==> src/rtl/io_mmio_ctrl.sv <==
// Memory-mapped IO stage: IO window decode, LED register, switch synchroniser/debouncer and read mux.
// Optional switch-event status flag at STAT_ADDR is built only when SW_EVENT_EN is defined.
module io_mmio_ctrl #(
    parameter int          DEBOUNCE_CYCLES = 1000000,
    parameter logic [31:0] LED_ADDR        = 32'hFFFFFC60,
    parameter logic [31:0] SW_ADDR         = 32'hFFFFFC70,
    parameter logic [31:0] STAT_ADDR       = 32'hFFFFFC74
) (
    input  logic        clk,
    input  logic        rst,
    input  logic        mem_read,
    input  logic        mem_write,
    input  logic [31:0] addr,
    input  logic [31:0] wdata,
    input  logic [7:0]  switch_raw,
    output logic        io_sel,
    output logic [31:0] rdata,
    output logic [7:0]  led
);

    localparam int              CNT_W   = $clog2(DEBOUNCE_CYCLES);
    localparam logic [CNT_W-1:0] CNT_MAX = CNT_W'(DEBOUNCE_CYCLES - 1);

    logic             hit_led;
    logic             hit_sw;
    logic             hit_stat;
    logic [7:0]       sync_s1;
    logic [7:0]       sync_s2;
    logic [7:0]       candidate;
    logic [7:0]       sw_stable;
    logic [CNT_W-1:0] counter;
    logic             sw_update;

    // Byte offset within a word is irrelevant to every match.
    assign io_sel   = (addr[31:10] == 22'h3FFFFF);
    assign hit_led  = (addr[31:2] == LED_ADDR[31:2]);
    assign hit_sw   = (addr[31:2] == SW_ADDR[31:2]);
    assign hit_stat = (addr[31:2] == STAT_ADDR[31:2]);

    always_ff @(posedge clk or negedge rst) begin
        if (!rst) begin
            led <= 8'h00;
        end else if (mem_write && hit_led) begin
            led <= wdata[7:0];
        end
    end

    always_ff @(posedge clk or negedge rst) begin
        if (!rst) begin
            sync_s1 <= 8'h00;
            sync_s2 <= 8'h00;
        end else begin
            sync_s1 <= switch_raw;
            sync_s2 <= sync_s1;
        end
    end

    assign sw_update = (sync_s2 == candidate) && (counter == CNT_MAX) && (candidate != sw_stable);

    // The whole vector is one candidate; any bit moving restarts the stability count.
    always_ff @(posedge clk or negedge rst) begin
        if (!rst) begin
            candidate <= 8'h00;
            counter   <= '0;
            sw_stable <= 8'h00;
        end else if (sync_s2 != candidate) begin
            candidate <= sync_s2;
            counter   <= '0;
        end else if (sw_update) begin
            sw_stable <= candidate;
        end else if (counter < CNT_MAX) begin
            counter <= counter + CNT_W'(1);
        end
    end

`ifdef SW_EVENT_EN
    logic sw_event;

    // Set has priority so a change landing on the clearing read is not lost.
    always_ff @(posedge clk or negedge rst) begin
        if (!rst) begin
            sw_event <= 1'b0;
        end else if (sw_update) begin
            sw_event <= 1'b1;
        end else if (mem_read && hit_stat) begin
            sw_event <= 1'b0;
        end
    end
`endif

    always_comb begin
        rdata = 32'h0000_0000;
        if (hit_sw) begin
            rdata = {24'h000000, sw_stable};
        end else if (hit_led) begin
            rdata = {24'h000000, led};
`ifdef SW_EVENT_EN
        end else if (hit_stat) begin
            rdata = {31'h00000000, sw_event};
`endif
        end
    end

    logic unused_sigs;
    assign unused_sigs = &{1'b0, wdata[31:8], mem_read, hit_stat};

endmodule

==> config.mk <==
export PLATFORM = sky130hd
export DESIGN_NAME = io_mmio_ctrl
export DESIGN_NICKNAME = d
export VERILOG_FILES = /design/src/rtl/io_mmio_ctrl.sv
export SDC_FILE = /design/constraint.sdc
export NUM_CORES = 1
export LEC_CHECK = 0
export ABC_AREA = 1
export BUFFER_PORTS_ARGS = -buffer_cell sky130_fd_sc_hd__buf_2
export CAP_MARGIN = 25
export CELL_PAD_IN_SITES_DETAIL_PLACEMENT = 0
export CELL_PAD_IN_SITES_GLOBAL_PLACEMENT = 1
export CORE_MARGIN = 2
export CORE_UTILIZATION = 37
export CTS_CLUSTER_DIAMETER = 40
export DETAILED_ROUTE_END_ITERATION = 12
export PLACE_DENSITY_LB_ADDON = 0.08
export SLEW_MARGIN = 0
export SYNTH_ARGS = -nofsm -noshare
export SYNTH_HDL_FRONTEND = slang
export SYNTH_SLANG_ARGS = --single-unit
==> constraint.sdc <==
create_clock -name clk -period 3 [get_ports clk]
set_clock_uncertainty 0.2 [all_clocks]
set_input_delay 0.3 -clock clk [delete_from_list [all_inputs] [get_ports clk]]
set_output_delay 0.3 -clock clk [all_outputs]
set_load 0.1 [all_outputs]
==> results of run 1 <==
cell usage after synthesis (3+ instances only):
master	count	area [um2]
dfrtp_1	60	1500
nand2_1	119	447
nand3_1	40	200
nor3_1	3	15.0
xor2_1	4	35.0
nand4_1	29	181
nor2_2	7	43.8
clkbuf_1	8	30.0
nand3_2	3	30.0
a41oi_1	3	26.3
buf_6	4	45.0
inv_2	3	11.3
buf_4	25	188
inv_1	44	165
nor2_1	59	221
xnor2_1	12	105
buf_2	4	20.0
routing by layer:
layer  global-route usage [%]  wire (um)  up-vias
met5                        0          0        -
met4                     5.37         76        0
met3                     3.90        549        6
met2                     24.6       3210      103
met1                     22.6       3770     1289
li1                         -          -     1527
registers in the layout (all words and copies together) (netlist names):
signal,cells
candidate,8
sync_s2,8
sw_stable,8
sync_s1,8
counter,20
led,8
logic make-up after synthesis:
group / Yosys count
xor+xnor: 16
other cells: 1
fa+ha+maj: 1
compound gates: 7
flops: 60
buf+inv: 90
simple gates: 270
worst reg2reg max path: stages, from the launching register on:
cell and delay, ps:
dfrtp_1 460, ha_1 280, nand3_1 110, nor2_2 170, nand3_2 300, buf_4 290, nand2_4 80, inv_2 40
o21ai_1 110, nor2_1 50
worst min-delay path by stage:
stage | start | end | slack (ps) | cells past startpoint
6_report | wdata[5] | led[5] | 20 | 3
5_1_grt | wdata[7] | led[7] | 40 | 3
4_1_cts | wdata[5] | led[5] | 2 | 3
3_5_place_dp | rst | sync_s1[0] | -40 | 1
3_3_place_gp | rst | sync_s1[0] | -40 | 1
2_1_floorplan | rst | candidate[0] | -200 | 0
report_power, final:
part           internal [W]  switching [W]  leakage [nW]
clock network      0.000329       0.000342        0.0933
registers          0.000825      0.0000113         0.783
logic             0.0000503       0.000172          1.10
cell type report:
class / instances / area [um2] / share of cell area [%]
clock buffer: 10 / 138 / 3.40
clock inverter: 6 / 47.5 / 1.17
inverter: 47 / 176 / 4.35
multi-input combinational: 318 / 1520 / 37.6
sequential: 60 / 1500 / 37.1
tap: 111 / 139 / 3.43
timing repair buffer: 87 / 528 / 13.0
stage by stage:
stage / utilization (%) / setup slack (ps) / std cells
final: 44.5 / 587 / 639
after global routing: 44.5 / 468 / 639
after CTS: 44.5 / 577 / 639
after detailed placement: 40.8 / 579 / 608
after global placement: 40.8 / 595 / 608
after floorplan: - / 643 / 468
==> impl_metrics.py, run 1 <==
metrics = {
    "run_status": {
        "status": "complete, no violations",
    },
    "logic_synthesis": {
        "synthDistinctLibCells": 31,
        "synth_top_family_by_area": "simple AND/OR/NAND/NOR gates",
        "synth_edf_count": 0,
        "async_reset_ff_share_pct": 100,
        "yosysSeqAreaShare_pct": 43.8,
        "ys_warn_count": 0,
        "synth_fa_ha_area_share_pct": 0.365,
        "syn_inst": 445,
        "syn_avg_cell_area_um2": 7.70,
        "ys.flop_type": "dfrtp_1",
        "syn-cell-area_mm2": 0.00343,
        "synth-xor-area-share_pct": 4.09,
        "synthSimpleGateAreaFrac_pct": 36.0,
        "synth.area.mux_share_pct": 0,
        "synth_compound_area_share_pct": 1.35,
        "synth_seq_cells": 60,
    },
    "global_route": {
        "overflow": 0,
        "grt_pass1_vias": 2724,
        "antenna_found_initial": 0,
        "grt_use_total_pct": 16.1,
        "grt_max_degree": 28,
        "grt_pass1_wl_mm": 12.9,
    },
    "clocking": {
        "cts_tree": "yes",
        "path_clk_slew_ps": 70,
        "clock_latency_ps": 340,
        "h-tree-depth": 3,
        "cts_setup_buffers": 0,
        "cts_resized": 0,
        "cts_buffers": 9,
        "clockBufferDepth": 2,
        "cts_hold_buf": 15,
        "cts.sinks": 60,
        "cts_root_buf": "clkbuf_8",
    },
    "drt": {
        "postRouteAntennaNets": 0,
        "drtPass1Iterations": 4,
        "drcViolationCount": 0,
        "dr.first_iter.drc_count": 145,
        "postRouteWirelength_mm": 7.61,
        "dr_total_vias": 2925,
        "viasPerCell": 4.58,
        "wl_per_cell_um": 11.9,
    },
    "critical_path": {
        "cp-start-kind": "input port",
        "crit_path_start": "addr[3]",
        "crit_family": "simple AND/OR/NAND/NOR gates",
        "endpoint_kind": "primary output",
        "cp_num_cells": 8,
        "cpPeakStageDelay_ps": 420,
        "worst-r2r-cell-count": 9,
        "ff2ff_setup_slack_ps": 810,
        "endpoint": "rdata[4]",
        "cp.required_ps": 2500,
        "critPathKind": "in2out",
        "cp.buffers_inverters": 2,
        "crit_path_max_fanout": 9,
        "slowest_stage": "buf_2",
        "timing.rr.start": "counter[0]",
        "rr_endpoint": "counter[1]",
        "path_cells": "buf_2 -> or2_0 -> nor2_2 -> nand3_2 -> nor2_2 -> nand2_1 -> nand2_1 -> buf_2",
        "worstPathArrival_ps": 1910,
    },
    "power": {
        "ir_worst_vdd_mv": 0.302,
        "leakagePower_nw": 1.97,
        "power_density_mw_per_mm2": 427,
        "power_w": 0.00173,
    },
    "layout": {
        "fin_nets": 600,
        "layout_common_cells": "119 x nand2_1, 65 x buf_2, 60 x dfrtp_1",
        "drive_gt1_share_pct": 20.5,
        "final_area_mm2": 0.00405,
        "area_delta_synth_final_pct": 18.3,
        "layout_commonest_cell": "nand2_1",
        "fillers": 941,
        "n_antenna_cell": 0,
    },
    "hold_path": {
        "worstHoldPathType": "in2reg",
    },
    "timing": {
        "setup_tns_ps": 0,
        "final-setup-viol-count": 0,
        "report.final.hold_viol_count": 0,
        "period_share_pct": 80.4,
        "holdWs_ps": 20.1,
        "max_freq_mhz": 414,
        "rsz0062_at_grt": "no",
        "post-route-min-period_ps": 2410,
        "finalMaxSlewViolations": 0,
    },
    "floorplan": {
        "boundaryPins": 117,
        "start_util_pct": 37.6,
        "die_x_um": 100,
        "fp-row-count": 35,
        "die-area_mm2": 0.0100,
        "design.core.area_mm2": 0.00911,
        "die_h_um": 100,
    },
    "placement": {
        "gp_congestion": 0.770,
        "placed_area_mm2": 0.00372,
        "dp_hpwl_mm": 5.59,
        "portBuffers": 65,
    },
    "run": {
        "cap_viol_max_count": 0,
    },
}
No activity file was read; power rests on OpenSTA's default activity.
==> run 2, diff against run 1 <==
CORE_UTILIZATION = 32   (was 37)
clock period = 2 ns   (was 3 ns; I/O delays follow)
==> impl_metrics.py, run 2 (synthesized netlist as in run 1, its figures left out) <==
metrics = {
    "run_status": {
        "status": "complete, no violations",
    },
    "floorplan": {
        "die_x_um": 107,
        "design.core.area_mm2": 0.0104,
        "start_util_pct": 33.0,
        "die-area_mm2": 0.0115,
        "fp-row-count": 37,
        "boundaryPins": 117,
        "die_h_um": 107,
    },
    "layout": {
        "n_antenna_cell": 0,
        "drive_gt1_share_pct": 22.9,
        "fillers": 1080,
        "multi_input_area_mm2": 0.00157,
        "largest_reg_flops": 20,
        "top_register": "counter",
        "layout_common_cells": "110 x nand2_1, 60 x dfrtp_1, 57 x nor2_1, 57 x buf_2, 44 x inv_1",
        "area_delta_synth_final_pct": 28.6,
        "ff_latch_area_mm2": 0.00150,
        "fin_nets": 617,
        "layout_commonest_cell": "nand2_1",
    },
    "global_route": {
        "antenna_found_initial": 0,
        "overflow": 0,
        "grt_pass1_wl_mm": 13.2,
        "grt_use_total_pct": 14.6,
        "grt_max_degree": 61,
        "grt_pass1_vias": 2845,
    },
    "timing": {
        "report.final.hold_viol_count": 0,
        "finalMaxSlewViolations": 0,
        "period_share_pct": 91.7,
        "post-route-min-period_ps": 1830,
        "rsz0062_at_grt": "no",
        "final-setup-viol-count": 0,
        "setup_ws_ps": 166,
        "max_freq_mhz": 545,
        "setup_tns_ps": 0,
    },
    "critical_path": {
        "cp.required_ps": 2070,
        "ff2ff_setup_slack_ps": 190,
        "worst-r2r-cell-count": 9,
        "endpoint": "led[6]",
        "path_cells": "buf_2 -> or2_0 -> nor2_2 -> nand3_2 -> nor2_4 -> buf_4 -> nand3_1 -> dlygate4sd3_1 -> nand2_1",
        "crit_family": "simple AND/OR/NAND/NOR gates",
        "crit_path_start": "addr[3]",
        "critPathKind": "in2reg",
        "endpoint_kind": "flop",
        "cp_num_cells": 9,
        "crit_path_max_fanout": 8,
        "slowest_stage": "dlygate4sd3_1",
        "cp-start-kind": "input port",
        "worstPathArrival_ps": 1910,
        "timing.rr.start": "counter[0]",
        "rr_endpoint": "counter[1]",
        "cpPeakStageDelay_ps": 570,
        "cp.buffers_inverters": 3,
    },
    "clocking": {
        "cts_root_buf": "clkbuf_8",
        "path_clk_slew_ps": 70,
        "cts_buffers": 9,
        "h-tree-depth": 3,
        "clock_latency_ps": 340,
        "cts_setup_buffers": 0,
        "cts.sinks": 60,
        "clockBufferDepth": 2,
        "cts_tree": "yes",
    },
    "drt": {
        "dr.first_iter.drc_count": 122,
        "drcViolationCount": 0,
        "wl_per_cell_um": 11.7,
        "drtPass1Iterations": 4,
        "dr_total_vias": 2981,
        "viasPerCell": 4.38,
        "postRouteWirelength_mm": 8.00,
        "postRouteAntennaNets": 0,
    },
    "run": {
        "cap_viol_max_count": 0,
    },
    "power": {
        "leakagePower_nw": 2.04,
        "power_density_mw_per_mm2": 579,
        "ir_worst_vdd_mv": 0.447,
    },
    "placement": {
        "dp_slack_ps": 97.7,
        "portBuffers": 65,
        "gp_congestion": 0.819,
        "dp_hpwl_mm": 5.81,
    },
    "hold_path": {
        "worstHoldPathType": "reg2reg",
    },
}
==> run 2: final cells by class <==
class	instances	area share (%)
clock buffers	11	2.98
clock inverters	5	0.852
inverters	47	4.01
multi-input cells	319	35.5
flip-flops and latches	60	34.1
well taps	136	3.86
repair buffers	103	18.7
==> run 2: where the power goes <==
group | leakage (nW) | switching, W | internal, W
registers | 0.783 | 0.0000173 | 0.00124
clock network | 0.0799 | 0.000499 | 0.000454
logic | 1.18 | 0.000260 | 0.0000803
==> run 2: worst min-delay path by stage <==
stage                          start      endpoint  slack (ps)  depth (start not counted)
after floorplan                  rst  candidate[0]        -300                          0
after detailed placement         rst    sync_s1[0]          40                          2
after CTS                 sync_s1[1]    sync_s2[1]         150                          0
after global routing      sync_s1[5]    sync_s2[5]         160                          0
after global placement           rst    sync_s1[0]          40                          2
final                     sync_s1[1]    sync_s2[1]         150                          0
==> run 2: repair_timing <==
item	4_1_cts	5_1_grt
hold endpoints to repair	76	0
endpoints found under the setup margin	0	17
gates resized for setup	0	6
hold buffers	25	0
==> run 2: per-layer routing <==
layer  share of wire, %  up-vias  GRT usage (%)  wire length (um)
li1                   -     1548              -                 -
met1                 50     1339           19.7              3990
met2                 43       87           22.7              3440
met4                1.3        0           5.49               102
met3                5.9        7           3.27               471
met5                  0        -              0                 0
==> run 2: through the flow <==
step           hold WS (ps)  utilization [%]  cell area (um2)  cells  total power, W
6_report                149             42.5             4400    681         0.00255
3_5_place_dp           41.8             38.2             3960    639         0.00159
4_1_cts                 152             42.2             4380    680         0.00260
2_1_floorplan          -296                -             3530    468         0.00155
5_1_grt                 158             42.5             4400    681         0.00268
3_3_place_gp           36.8             38.2             3960    639         0.00159
==> run 3, diff against run 2 <==
SETUP_SLACK_MARGIN = 0.4   (was unset)
==> impl_metrics.py, run 3 (synthesized netlist as in run 1, its figures left out) <==
metrics = {
    "timing": {
        "period_share_pct": 91.6,
        "finalMaxSlewViolations": 0,
        "final-setup-viol-count": 0,
        "post-route-min-period_ps": 1830,
        "holdWs_ps": 127,
        "setup_tns_ps": 0,
        "rsz0062_at_grt": "yes",
        "report.final.hold_viol_count": 0,
        "max_freq_mhz": 546,
    },
    "floorplan": {
        "design.core.area_mm2": 0.0104,
        "die_x_um": 107,
        "boundaryPins": 117,
        "fp-row-count": 37,
        "die-area_mm2": 0.0115,
        "start_util_pct": 33.0,
        "die_h_um": 107,
    },
    "drt": {
        "wl_per_cell_um": 12.8,
        "viasPerCell": 4.53,
        "dr.first_iter.drc_count": 124,
        "dr_total_vias": 3247,
        "drtPass1Iterations": 4,
        "drcViolationCount": 0,
        "postRouteWirelength_mm": 9.20,
        "postRouteAntennaNets": 0,
    },
    "clocking": {
        "clock_latency_ps": 340,
        "cts_tree": "yes",
        "cts_buffers": 9,
        "cts_root_buf": "clkbuf_8",
        "path_clk_slew_ps": 80,
        "clockBufferDepth": 2,
        "cts.sinks": 60,
        "h-tree-depth": 3,
    },
    "critical_path": {
        "worstPathArrival_ps": 1870,
        "critPathKind": "reg2reg",
        "cp-start-kind": "flop",
        "path_cells": "nor2_1 -> nand3_1 -> nor2_4 -> nand3_4 -> buf_4 -> buf_6 -> inv_6 -> nand3_4 -> nand2_2 -> nand2_1",
        "slowest_stage": "dfrtp_2",
        "crit_family": "simple AND/OR/NAND/NOR gates",
        "crit_top_cell": "nand3_4",
        "endpoint_kind": "flop",
        "cp.buffers_inverters": 3,
        "cp.required_ps": 2030,
        "crit_path_max_fanout": 8,
        "cpPeakStageDelay_ps": 440,
    },
    "global_route": {
        "overflow": 0,
        "gr-usage-met3_pct": 2.78,
        "met1_usage_pct": 21.9,
        "grt_pass1_vias": 3205,
        "grt_max_degree": 33,
        "busiest_layer": "met2",
        "grt_use_total_pct": 17.1,
        "grt_pass1_wl_mm": 15.5,
        "grtUsageMet2_pct": 28.5,
        "antenna_found_initial": 0,
    },
    "run": {
        "cap_viol_max_count": 0,
    },
    "hold_path": {
        "worstHoldPathType": "in2async",
    },
    "layout": {
        "fillers": 970,
        "area_delta_synth_final_pct": 59.1,
        "top_register": "counter",
        "largest_reg_flops": 20,
        "fin_nets": 652,
        "drive_gt1_share_pct": 40.2,
        "instances_no_fill": 716,
        "layout_commonest_cell": "nand2_1",
        "layout_common_cells": "90 x nand2_1, 52 x nor2_1, 47 x dfrtp_1",
        "n_antenna_cell": 0,
    },
    "placement": {
        "dp.cells": 643,
        "dp_hpwl_mm": 6.00,
        "gp_congestion": 0.831,
        "portBuffers": 65,
    },
    "run_status": {
        "status": "complete, no violations",
    },
    "power": {
        "power_density_mw_per_mm2": 485,
        "ir_worst_vdd_mv": 0.425,
        "power_w": 0.00264,
        "leakagePower_nw": 2.52,
    },
}
[run 3: routing by layer]
layer | vias to the layer above | wire length (um) | share of wire, %
met1 | 1520 | 4200 | 46
met2 | 88 | 4420 | 48
li1 | 1626 | - | -
met4 | 0 | 167 | 1.8
met5 | - | 0 | 0
met3 | 13 | 416 | 4.5
[run 3: worst paths after layout]
kind | from | end | slack (ps) | depth (start not counted)
max | counter[12] | sw_stable[6] | 170 | 10
min | rst | sw_stable[2] | 130 | 2
max reg2reg | counter[12] | sw_stable[6] | 170 | 10
min reg2reg | sync_s1[4] | sync_s2[4] | 150 | 0
max in group asynchronous | rst | counter[12] | 890 | 3
min in group clk | sync_s1[4] | sync_s2[4] | 150 | 0
[run 3: power breakdown]
part | switching [W] | internal (W) | total, W
registers | 0.0000162 | 0.00124 | 0.00125
clock network | 0.000537 | 0.000494 | 0.00103
logic | 0.000266 | 0.0000936 | 0.000359
total | 0.000819 | 0.00182 | 0.00264
[run 3: area by class of cell]
type | instances | area [um2] | share of cell area, %
tap | 136 | 170 | 3.12
timing repair buffer | 139 | 1400 | 25.7
multi-input combinational | 318 | 1990 | 36.6
sequential | 60 | 1520 | 27.9
inverter | 47 | 181 | 3.33
clock inverter | 6 | 47.5 | 0.873
clock buffer | 10 | 138 | 2.53
[run 3: what timing repair did]
action	CTS	global route
resized for setup	70	50
setup buffers	25	8
endpoints found under the setup margin	37	50
hold endpoints to repair	65	0
gates cloned	6	0
pin swaps	23	40
hold buffers	18	0
[run 3: stage by stage]
stage	util (%)	worst slack, ps	instance area [um2]
6_report	52.5	167	5450
5_1_grt	52.5	38.9	5450
4_1_cts	50.1	132	5200
3_5_place_dp	39.9	77.1	4140
3_3_place_gp	39.9	79.7	4140
2_1_floorplan	-	273	3670
